**src/rtl/dac_frame_builder.sv**
```systemverilog
// -----------------------------------------------------------------------------
// dac_frame_builder
//
// Feeds the MCP4725 I2C write engine. A programmable sample-rate ticker
// launches one frame per tick. Each frame carries one 12-bit DAC code,
// generated as a constant, sawtooth, triangle or square waveform, and is
// packed as a 3-byte MCP4725 fast-write frame:
//   byte 0 : {DAC_ADDR, 1'b0}            (address + write)
//   byte 1 : {2'b00, PD_BITS, D11..D8}
//   byte 2 : D7..D0
// The bytes leave on a valid/ready stream. A tick that arrives while a frame
// is still in flight is discarded (dropped).
//
// Parameters
//   DAC_ADDR      7-bit I2C slave address
//   PD_BITS       power-down field, byte 1 bits [5:4]
//
// Ports
//   i_clk          system clock
//   reset_n        asynchronous active-low reset
//   i_enable       runs the sample-rate ticker
//   i_mode         0 constant, 1 sawtooth, 2 triangle, 3 square
//   i_step         per-tick increment for sawtooth / triangle
//   i_const        code used in constant mode
//   i_rate         tick period minus one, in i_clk cycles
//   o_byte         current frame byte
//   o_byte_valid   o_byte is valid
//   i_byte_ready   downstream accepts the byte (transfer = valid && ready)
//   o_frame_start  high while byte 0 is presented
//   o_frame_last   high while byte 2 is presented
//   o_sample       sample latched into the current/last frame
//   o_drop_count   saturating count of ticks dropped while busy
//
// Build option
//   DAC_FRAME_DROPCNT_EN  when defined, the drop counter is built; otherwise
//                         o_drop_count is tied to 8'h00. Dropped ticks are
//                         discarded the same way in both builds.
//
// FSM states
//   state   | meaning
//   IDLE    | no frame in flight, waiting for a tick
//   ADDR    | presenting byte 0 (address + W)
//   HI      | presenting byte 1 (PD bits + D11..D8)
//   LO      | presenting byte 2 (D7..D0)
// -----------------------------------------------------------------------------
module dac_frame_builder #(
  parameter logic [6:0] DAC_ADDR = 7'h61,
  parameter logic [1:0] PD_BITS  = 2'b00
) (
  input  logic        i_clk,
  input  logic        reset_n,
  input  logic        i_enable,
  input  logic [1:0]  i_mode,
  input  logic [11:0] i_step,
  input  logic [11:0] i_const,
  input  logic [15:0] i_rate,
  output logic [7:0]  o_byte,
  output logic        o_byte_valid,
  input  logic        i_byte_ready,
  output logic        o_frame_start,
  output logic        o_frame_last,
  output logic [11:0] o_sample,
  output logic [7:0]  o_drop_count
);

  typedef enum logic [1:0] {
    ST_IDLE = 2'd0,
    ST_ADDR = 2'd1,
    ST_HI   = 2'd2,
    ST_LO   = 2'd3
  } state_t;

  localparam logic [1:0] MODE_CONST = 2'd0;
  localparam logic [1:0] MODE_SAW   = 2'd1;
  localparam logic [1:0] MODE_TRI   = 2'd2;

  state_t      state;
  logic [15:0] rate_cnt;
  logic        tick;
  logic        dir_down;
  logic [11:0] next_sample;
  logic        next_dir_down;
  logic [12:0] sum_up;

  // ---------------------------------------------------------------------------
  // Sample-rate ticker. i_rate is compared live, so a rate change takes effect
  // on the running count. The tick is a decode of the registered count and is
  // consumed by the FSM on the same edge that wraps the counter.
  // ---------------------------------------------------------------------------
  assign tick = i_enable && (rate_cnt == i_rate);

  always_ff @(posedge i_clk or negedge reset_n) begin
    if (!reset_n) begin
      rate_cnt <= 16'd0;
    end else if (!i_enable) begin
      rate_cnt <= 16'd0;
    end else if (tick) begin
      rate_cnt <= 16'd0;
    end else begin
      rate_cnt <= rate_cnt + 16'd1;
    end
  end

  // ---------------------------------------------------------------------------
  // Next-sample generator. It is evaluated every cycle but committed only when
  // a frame launches, so mode/step changes apply at the next launching tick.
  // The triangle compare is done on 13 bits so an overshoot past 4095 clamps
  // instead of wrapping.
  // ---------------------------------------------------------------------------
  always_comb begin
    next_sample   = o_sample;
    next_dir_down = dir_down;
    sum_up        = {1'b0, o_sample} + {1'b0, i_step};
    case (i_mode)
      MODE_CONST: begin
        next_sample = i_const;
      end
      MODE_SAW: begin
        next_sample = sum_up[11:0];
      end
      MODE_TRI: begin
        if (!dir_down) begin
          if (sum_up >= 13'd4095) begin
            next_sample   = 12'hFFF;
            next_dir_down = 1'b1;
          end else begin
            next_sample = sum_up[11:0];
          end
        end else begin
          if (o_sample <= i_step) begin
            next_sample   = 12'h000;
            next_dir_down = 1'b0;
          end else begin
            next_sample = o_sample - i_step;
          end
        end
      end
      default: begin
        next_sample = (o_sample == 12'h000) ? 12'hFFF : 12'h000;
      end
    endcase
  end

  // ---------------------------------------------------------------------------
  // Frame FSM. All stream outputs are registered and only change on a
  // transfer, so they hold stable while the downstream stalls and there is no
  // combinational path from i_byte_ready to any output.
  // ---------------------------------------------------------------------------
  always_ff @(posedge i_clk or negedge reset_n) begin
    if (!reset_n) begin
      state         <= ST_IDLE;
      o_byte        <= 8'h00;
      o_byte_valid  <= 1'b0;
      o_frame_start <= 1'b0;
      o_frame_last  <= 1'b0;
      o_sample      <= 12'h000;
      dir_down      <= 1'b0;
    end else begin
      case (state)
        ST_IDLE: begin
          if (tick) begin
            state         <= ST_ADDR;
            o_sample      <= next_sample;
            dir_down      <= next_dir_down;
            o_byte        <= {DAC_ADDR, 1'b0};
            o_byte_valid  <= 1'b1;
            o_frame_start <= 1'b1;
          end
        end
        ST_ADDR: begin
          if (i_byte_ready) begin
            state         <= ST_HI;
            o_byte        <= {2'b00, PD_BITS, o_sample[11:8]};
            o_frame_start <= 1'b0;
          end
        end
        ST_HI: begin
          if (i_byte_ready) begin
            state        <= ST_LO;
            o_byte       <= o_sample[7:0];
            o_frame_last <= 1'b1;
          end
        end
        ST_LO: begin
          if (i_byte_ready) begin
            state        <= ST_IDLE;
            o_byte       <= 8'h00;
            o_byte_valid <= 1'b0;
            o_frame_last <= 1'b0;
          end
        end
        default: begin
          state <= ST_IDLE;
        end
      endcase
    end
  end

  // ---------------------------------------------------------------------------
  // Drop counter. Any tick seen outside IDLE is lost, including one that lands
  // on the same edge as the LO transfer, because the FSM is still in LO then.
  // ---------------------------------------------------------------------------
`ifdef DAC_FRAME_DROPCNT_EN
  logic [7:0] drop_cnt;

  always_ff @(posedge i_clk or negedge reset_n) begin
    if (!reset_n) begin
      drop_cnt <= 8'h00;
    end else if (tick && (state != ST_IDLE) && (drop_cnt != 8'hFF)) begin
      drop_cnt <= drop_cnt + 8'h01;
    end
  end

  assign o_drop_count = drop_cnt;
`else
  assign o_drop_count = 8'h00;
`endif

endmodule

```
**config.mk**
```make
export PLATFORM = sky130hd
export DESIGN_NAME = dac_frame_builder
export DESIGN_NICKNAME = d
export VERILOG_FILES = /design/src/rtl/dac_frame_builder.sv
export SDC_FILE = /design/constraint.sdc
export NUM_CORES = 1
export LEC_CHECK = 0
export BUFFER_PORTS_ARGS = -buffer_cell sky130_fd_sc_hd__buf_2
export CORE_MARGIN = 5
export CORE_UTILIZATION = 25
export DETAILED_ROUTE_END_ITERATION = 16
export GPL_ROUTABILITY_DRIVEN = 0
export PLACE_DENSITY = 0.51
export SLEW_MARGIN = 10
export SYNTH_ARGS = -nofsm -noshare
export SYNTH_HDL_FRONTEND = slang
export SYNTH_SLANG_ARGS = --single-unit
export TNS_END_PERCENT = 30
```
**constraint.sdc**
```tcl
create_clock -name i_clk -period 6 [get_ports i_clk]
set_input_delay 0 -clock i_clk [delete_from_list [all_inputs] [get_ports i_clk]]
set_output_delay 0 -clock i_clk [all_outputs]
set_load 0.02 [all_outputs]
```
==> impl_summary.log, run 1 <==
[metrics] outcome: finished, final reports clean
[metrics] capture instance of the worst register-to-register path: o_sample[7]
[metrics] reg2reg setup slack: 2.63 ns
[metrics] die area: 19,300 um^2
[metrics] largest net degree at the start of global routing: 43
[metrics] Post-Layout Inst Area: 4790 um^2
[metrics] sequential group share of total power: 0.362
[metrics] end point of the most critical hold path: rate_cnt[1]
[metrics] standard cell area after detailed placement: about 4600 um^2
[metrics] number of optimization iterations in the first detailed-route pass: 5
[metrics] Clock H-tree levels: 2
[metrics] diode count: 0
[metrics] number of port buffers: between 60 and 70
[metrics] number of global-route vias before repair: approximately 4,000
[metrics] number of standard cells after synthesis: between 500 and 600
[metrics] reported leakage power: between 2 and 2.5 nW
[metrics] logic gate share of total power: 0.333
[metrics] final number of hold-violating endpoints: 0
[metrics] post-synthesis to final-layout area growth: 15.3%
[metrics] unrepaired setup endpoints after global routing: false
[metrics] standard-cell row count: 47
[metrics] Yosys reg bits: 42
[metrics] number of fill cells: 1,793
[metrics] critical path, cell by cell: ha_1 > inv_1 > fa_1 > xnor2_1 > or3_1 > a311oi_1 > nand3_1 > o41ai_2 > nor2_1 > a21oi_1
[metrics] worst max-slew margin expressed relative to the limit: 0.316
[metrics] storage element area: 1050 um^2
[metrics] type of destination of the critical path: flip-flop
[metrics] Internal Dissipation: 0.000563 W
[metrics] type of the worst min-delay path: in2reg
[metrics] Avg Cell Area, Syn: 7.95 um^2
[metrics] number of DRC markers after the initial detailed-route iteration: roughly 300
[metrics] clock sink count: 42
[metrics] net switching fraction of the power: 0.366
[metrics] Pins Over Slew Limit: 0
[metrics] All-Layer GR Usage: 0.135
[metrics] Root Buffer: clkbuf_16
[metrics] die width: 139 um
[metrics] max-cap violations: 0
[metrics] Nets: between 600 and 700
[metrics] kind of launch point of the worst setup path: flip-flop
[metrics] top area cells in the synthesized netlist: dfrtp_1 (25%), ha_1 (9.0%), xor2_1 (5.7%)
[metrics] Fmax achieved: around 300 MHz
[metrics] depth of the most critical reg-to-reg path: 10
[metrics] Layout Skew: 0.0157 ns
[metrics] Max IR drop VDD: 0.110 mV
[metrics] hold path startpoint: i_enable
[metrics] power density over the cells: 186 nW/um^2
[metrics] reg-to-reg critical path startpoint: o_sample[0]
[metrics] cell depth of the worst hold path: 2
[metrics] number of top-level pins: between 70 and 80
[metrics] initial core utilization: 0.253
[metrics] number of synthesized flops with an enable pin: 0
[metrics] share of synthesized registers carrying an async set or reset: 1.00
[metrics] overall via count from detail_route: 4,082
[metrics] Critical Path Fanout Max: 6
[metrics] clock tree buffer depth: 2
[metrics] shortest clock period the worst path allows after layout: between 3 and 4 ns
[metrics] fraction of final layout cells with drive strength greater than 1: 0.171
[metrics] Die H: roughly 140 um
[metrics] Tcrit/Tclk final: 0.562
[metrics] clock tree from TritonCTS: yes
[metrics] Post-synth top flop: dfrtp_1
[metrics] clk slew on worst S/H paths: 0.07 ns
[metrics] area of combinational cells with multiple inputs: 2840 um^2
[metrics] worst stage delay on the critical path: about 0.50 ns
[metrics] number of buffers inserted during clock tree synthesis: 5
[metrics] WP data required: 6.21 ns
[metrics] Wirelength per Cell: 17.0 um
[metrics] post-route antenna net violation count: 0
[metrics] Slew @ Worst Pin: around 1 ns
[metrics] part of the Yosys area used for sequential elements: 0.253
[metrics] Skew-Pair Late Insertion Delay: 0.29 ns
[metrics] total number of yosys warnings: 0
[metrics] per-cell via count in the routed design: around 5
[metrics] wire length of the first global-routing pass: about 22 mm
[metrics] Switch Pwr: 0.000326 W
[metrics] critical setup path kind: reg2reg
[metrics] netlist area before placement: 4150 um^2
[metrics] total negative setup slack: 0 ns
[metrics] Residual DRC: 0
[metrics] part of the power in the clock network: 0.305
[metrics] sum of net half-perimeters after detailed placement: 10.9 mm
[metrics] number of unique standard cell types used by synthesis: 71
[metrics] fraction of post-synthesis cell area in the top cell type by area: 0.253
[metrics] grt total ovfl: 0
[metrics] Crit path arrival time: around 3.6 ns
[metrics] crit path max-delay cell type: o41ai_2
[metrics] Total Routed Length: roughly 14 mm
[metrics] Setup Viol. Count Final: 0
[metrics] antenna violations before repair: 0
[metrics] cell accounting for the most synthesized area: dfrtp_1
[metrics] floorplan core area: between 15,000 and 20,000 um^2
-- flip-flops by register name, indices dropped and copies added (netlist names) --
register	flops
o_sample	12
o_byte_valid	1
o_frame_last	1
dir_down	1
state	2
rate_cnt	16
o_frame_start	1
o_byte	8
-- metal layers --
layer	global-route usage	vias up	share of wire
met3	0.0276	17	0.063
met5	0	-	0
met4	0.0268	0	0.017
li1	-	1984	-
met1	0.190	1941	0.48
met2	0.217	140	0.44
-- cells by family after synthesis --
logic type / synth area share
and+or+nand+nor: 0.254
AOI/OAI and AO/OA: 0.233
buffers and inverters: 0.0693
DFF: 0.253
xor gates and xnor gates: 0.0844
adders and majority gates: 0.100
muxes: 0.00513
other: 0.000904
-- critical path: cells and delay by family (launching register included) --
family / cells / cell delay, ns
AOI/OAI and AO/OA: 3 / 1.00
xor gates and xnor gates: 1 / 0.22
adders and majority gates: 2 / 0.70
buffers and inverters: 1 / 0.08
DFF: 1 / 0.46
and+or+nand+nor: 3 / 0.82
-- layout make-up --
| cell class | count | area share |
|---|---|---|
| Inverter | 30 | 0.0235 |
| Clock buffer | 6 | 0.0269 |
| Multi-Input combinational cell | 427 | 0.593 |
| Tap cell | 220 | 0.0575 |
| Timing Repair Buffer | 71 | 0.0768 |
| Sequential cell | 42 | 0.220 |
| Clock inverter | 2 | 0.00288 |
-- layout by cell type (no fill, tap or decap), types with 5 or more instances in the layout --
cell and n:
nand4_1 8, xnor2_1 13, a21o_1 7, clkbuf_16 5, o21ai_0 27, o31ai_1 6, conb_1 8, or2_2 5
xor2_1 27, nor2_1 58, nor2b_1 10, a31oi_1 5, and3_1 6, o221ai_1 6, a211oi_1 11, nor4_1 10
nand3_1 19, inv_1 30, nor3_1 19, nand2b_1 6, nand3b_1 5, nand2_1 39, a21oi_1 30, dfrtp_1 42
ha_1 30, buf_2 68
-- metrics by stage --
step,hold slack (ns),total power (W),util,setup slack [ns],std cells
after detailed placement,0.229,0.000620,0.282,2.69,788
after CTS,0.0204,0.000894,0.292,2.67,798
after global routing,0.0304,0.000938,0.292,2.31,798
final,0.0215,0.000888,0.292,2.63,798
after global placement,0.226,0.000615,0.282,2.76,788
after floorplan,-0.296,0.000527,-,3.21,529
-- worst max path at each step --
stage	start	endpoint	slack, ns	cells after the start
2_1_floorplan	o_sample[0]	o_sample[8]	3.21	10
3_5_place_dp	o_sample[0]	o_sample[7]	2.69	10
6_report	o_sample[0]	o_sample[7]	2.63	10
5_1_grt	o_sample[0]	o_sample[10]	2.31	10
3_3_place_gp	o_sample[0]	o_sample[7]	2.76	11
4_1_cts	o_sample[0]	o_sample[10]	2.67	10
-- power groups by stage --
| stage | sequential (W) | combinational, W | clock [W] |
|---|---|---|---|
| 2_1_floorplan | 0.000339 | 0.000188 | 0 |
| 3_3_place_gp | 0.000326 | 0.000290 | 0 |
| 3_5_place_dp | 0.000326 | 0.000293 | 0 |
| 4_1_cts | 0.000322 | 0.000295 | 0.000278 |
| 5_1_grt | 0.000324 | 0.000325 | 0.000289 |
| 6_report | 0.000322 | 0.000295 | 0.000271 |
-- synthesized netlist by cell type (2+ instances only) --
cell,count
nor2_1,58
dfrtp_1,42
nand2_1,39
a21oi_1,30
ha_1,30
inv_1,30
o21ai_0,27
xor2_1,27
nand3_1,19
nor3_1,19
xnor2_1,13
a211oi_1,11
buf_4,10
clkbuf_1,10
nor2b_1,10
nor4_1,10
buf_2,8
nand4_1,8
a21o_1,7
and3_1,6
nand2b_1,6
o221ai_1,6
o31ai_1,6
a31oi_1,5
nand3b_1,5
or2_2,5
a2111oi_0,4
o211ai_1,4
o21a_1,4
o22ai_1,4
a221oi_1,3
a22oi_1,3
nor2_2,3
o2111ai_1,3
or3_1,3
a22o_1,2
buf_6,2
fa_1,2
o21ai_1,2
o22a_1,2
o311ai_0,2
or2b_1,2
or4_4,2
-- timing repair --
item / 4_1_cts / 5_1_grt
hold buffers: 2 / 0
endpoints found under the hold margin: 43 / 0
gates resized for setup: 0 / 0
buffers inserted: 0 / 0
No activity file was read; power rests on OpenSTA's default activity.
==> inputs of run 2 (changes only) <==
--- a/config.mk
+++ b/config.mk
@@ -10,7 +10,7 @@
 export CORE_UTILIZATION = 25
 export DETAILED_ROUTE_END_ITERATION = 16
 export GPL_ROUTABILITY_DRIVEN = 0
-export PLACE_DENSITY = 0.51
+export PLACE_DENSITY = 0.53
 export SLEW_MARGIN = 10
 export SYNTH_ARGS = -nofsm -noshare
 export SYNTH_HDL_FRONTEND = slang
==> constraint.sdc (replaced) <==
create_clock -name i_clk -period 3.1 [get_ports i_clk]
set_input_delay 0 -clock i_clk [delete_from_list [all_inputs] [get_ports i_clk]]
set_output_delay 0 -clock i_clk [all_outputs]
set_load 0.02 [all_outputs]
==> run 2 against run 1 <==
Against the previous run: maximum frequency rose by 15%; clock power rose by 110%; sequential share of layout area fell by 0.93 points; critical path type unchanged; critical endpoint is now o_sample[9]; largest power group unchanged; count of clock-buffer cells in the layout fell by 1; cell count rose by 2.5%.
==> impl_summary.log, run 2 (synthesis gave the netlist of run 1 again) <==
[metrics] floorplan core area: 16,400 um^2 (unchanged)
[metrics] number of fill cells: 1,767 (was 1,793)
[metrics] outcome: finished, final reports clean (unchanged)
[metrics] Most flops, register: rate_cnt (unchanged)
[metrics] grt total ovfl: 0 (unchanged)
[metrics] number of global-route vias before repair: 4,169 (was 3,985)
[metrics] WP data required: 3.31 ns (was 6.21 ns)
[metrics] crit path max-delay cell type: a2111o_1 (was o41ai_2)
[metrics] die width: 139 um (unchanged)
[metrics] post-synthesis to final-layout area growth: 20.4% (was 15.3%)
[metrics] Critical Path Fanout Max: 5 (was 6)
[metrics] shortest clock period the worst path allows after layout: 2.93 ns (was 3.37 ns)
[metrics] Post-Layout Inst Area: 5000 um^2 (was 4790 um^2)
[metrics] post-route antenna net violation count: 0 (unchanged)
[metrics] depth of the most critical reg-to-reg path: 9 (was 10)
[metrics] final number of hold-violating endpoints: 0 (unchanged)
[metrics] largest net degree at the start of global routing: 43 (unchanged)
[metrics] cell depth of the worst hold path: 2 (unchanged)
[metrics] die area: 19,300 um^2 (unchanged)
[metrics] critical path, cell by cell: ha_1 > nand2b_4 > a2111o_1 > and3_1 > o211ai_2 > nand4_2 > o41ai_4 > nor2_1 > a21oi_1 (was ha_1 > inv_1 > fa_1 > xnor2_1 > or3_1 > a311oi_1 > nand3_1 > o41ai_2 > nor2_1 > a21oi_1)
[metrics] Clock H-tree levels: 2 (unchanged)
[metrics] number of top-level pins: 77 (unchanged)
[metrics] initial core utilization: 0.253 (unchanged)
[metrics] Fmax achieved: 341 MHz (was 297 MHz)
[metrics] Layout Skew: 0.0173 ns (was 0.0157 ns)
[metrics] worst max-slew margin expressed relative to the limit: 0.325 (was 0.316)
[metrics] Setup Viol. Count Final: 0 (unchanged)
[metrics] worst stage delay on the critical path: 0.50 ns (about the same)
[metrics] clock tree buffer depth: 2 (unchanged)
[metrics] type of destination of the critical path: flip-flop (unchanged)
[metrics] Crit path arrival time: 3.14 ns (was 3.58 ns)
[metrics] standard-cell row count: 47 (unchanged)
[metrics] Wirelength per Cell: 17.3 um (was 17.0 um)
[metrics] Die H: 139 um (unchanged)
[metrics] clock sink count: 42 (unchanged)
[metrics] Residual DRC: 0 (unchanged)
[metrics] standard cell area after detailed placement: 4760 um^2 (was 4620 um^2)
[metrics] storage element area: 1050 um^2 (unchanged)
[metrics] most common cell after layout, fill and taps aside: buf_2 (unchanged)
[metrics] reg-to-reg critical path startpoint: o_sample[1] (was o_sample[0])
[metrics] Slew @ Worst Pin: 1.01 ns (was 1.03 ns)
[metrics] number of DRC markers after the initial detailed-route iteration: 401 (was 296)
[metrics] per-cell via count in the routed design: 5.19 (was 5.12)
[metrics] post-layout total power: 0.00176 W (was 0.000888 W)
[metrics] power density over the cells: 352 nW/um^2 (was 186 nW/um^2)
[metrics] Root Buffer: clkbuf_16 (unchanged)
[metrics] antenna violations before repair: 0 (unchanged)
[metrics] All-Layer GR Usage: 0.142 (was 0.135)
[metrics] reported leakage power: 2.27 nW (was 2.16 nW)
[metrics] Nets: 675 (was 655)
[metrics] number of optimization iterations in the first detailed-route pass: 5 (unchanged)
[metrics] Max IR drop VDD: 0.209 mV (was 0.110 mV)
[metrics] Tcrit/Tclk final: 0.945 (was 0.562)
[metrics] hold path startpoint: i_enable (unchanged)
[metrics] number of buffers inserted during clock tree synthesis: 5 (unchanged)
[metrics] area of combinational cells with multiple inputs: 2890 um^2 (was 2840 um^2)
[metrics] top flop regs: rate_cnt: 16 flops, o_sample: 12 flops, o_byte: 8 flops (unchanged)
[metrics] worst setup path start: o_sample[1] (was o_sample[0])
[metrics] Total Routed Length: 14.2 mm (was 13.6 mm)
[metrics] sum of net half-perimeters after detailed placement: 11.2 mm (was 10.9 mm)
[metrics] Skew-Pair Late Insertion Delay: 0.30 ns (was 0.29 ns)
[metrics] fraction of final layout cells with drive strength greater than 1: 0.214 (was 0.171)
[metrics] clk slew on worst S/H paths: 0.08 ns (was 0.07 ns)
[metrics] critical setup path kind: reg2reg (unchanged)
[metrics] leading cell types in the layout, fill and taps excluded: buf_2 (68), nor2_1 (58), dfrtp_1 (42) (unchanged)
[metrics] wire length of the first global-routing pass: 22.6 mm (was 21.5 mm)
[metrics] kind of launch point of the worst setup path: flip-flop (unchanged)
[metrics] overall via count from detail_route: 4,242 (was 4,082)
[metrics] diode count: 0 (unchanged)
[metrics] clock tree from TritonCTS: yes (unchanged)
[metrics] number of port buffers: 68 (unchanged)
[metrics] flip-flop count of the largest register, all copies and words added: 16 (unchanged)
[metrics] Pins Over Slew Limit: 0 (unchanged)
[metrics] type of the worst min-delay path: in2reg (unchanged)
[metrics] max-cap violations: 0 (unchanged)
-- run 2: changes by cell type in the layout (fill, tap and decap cells not counted), moves of 2 or more --
| cell | change |
|---|---|
| buf_4 | +20 |
| clkinvlp_4 | +2 |
| ha_1 | -4 |
| ha_2 | +3 |
| nor3_1 | -2 |
| nor3_2 | +2 |
-- run 2: what timing repair did --
action	CTS	global route
endpoints found under the setup margin	4	11
buffers inserted	0	2
pin swaps	0	2
gates resized for setup	1	10
hold buffers	2	0
hold endpoints to repair	43	0
-- run 2: final timing paths --
kind / to / slack [ns]
worst max-delay path: o_sample[9] / 0.17
worst min-delay path: rate_cnt[1] / 0.004
worst max register to register: o_sample[9] / 0.17
worst min register to register: o_byte[4] / 0.48
max in group asynchronous: rate_cnt[14] / 2.05
min in group asynchronous: o_sample[1] / 0.41
-- run 2: cell type report --
| cell class | count | share of cell area |
|---|---|---|
| clock buffer | 5 | 0.0250 |
| clock inverter | 3 | 0.00476 |
| inverter | 30 | 0.0225 |
| multi-input combinational | 427 | 0.579 |
| sequential | 42 | 0.210 |
| tap | 220 | 0.0551 |
| timing repair buffer | 91 | 0.104 |
-- run 2: where the power goes --
part	internal (W)	total [W]	switching (W)
registers	0.000590	0.000621	0.0000306
clock network	0.000302	0.000560	0.000258
logic	0.000207	0.000580	0.000373
total	0.00110	0.00176	0.000662
-- run 2: worst max-delay path: cells and delay by family (launching register included) --
kind | cells | cell delay [ns]
AO/OA/AOI/OAI | 4 | 1.30
AND/OR/NAND/NOR | 4 | 0.80
adder cells (fa/ha/maj) | 1 | 0.32
flip-flops | 1 | 0.41
-- run 2: through the flow --
stage / hold slack [ns] / worst slack, ns / utilization / cells / TNS (ns)
3_3_place_gp: 0.221 / -0.00538 / 0.290 / 806 / -0.00538
2_1_floorplan: -0.296 / 0.305 / - / 529 / 0
6_report: 0.00357 / 0.170 / 0.305 / 818 / 0
3_5_place_dp: 0.240 / 0.0159 / 0.290 / 806 / 0
4_1_cts: 0.00235 / 0.0482 / 0.301 / 816 / 0
5_1_grt: 0.0217 / -0.00621 / 0.305 / 818 / -0.0110
-- run 2: layer usage --
layer	GRT usage	wire length, um
met1	0.190	6410
met2	0.229	6390
met3	0.0262	914
met4	0.0505	437
met5	0	0
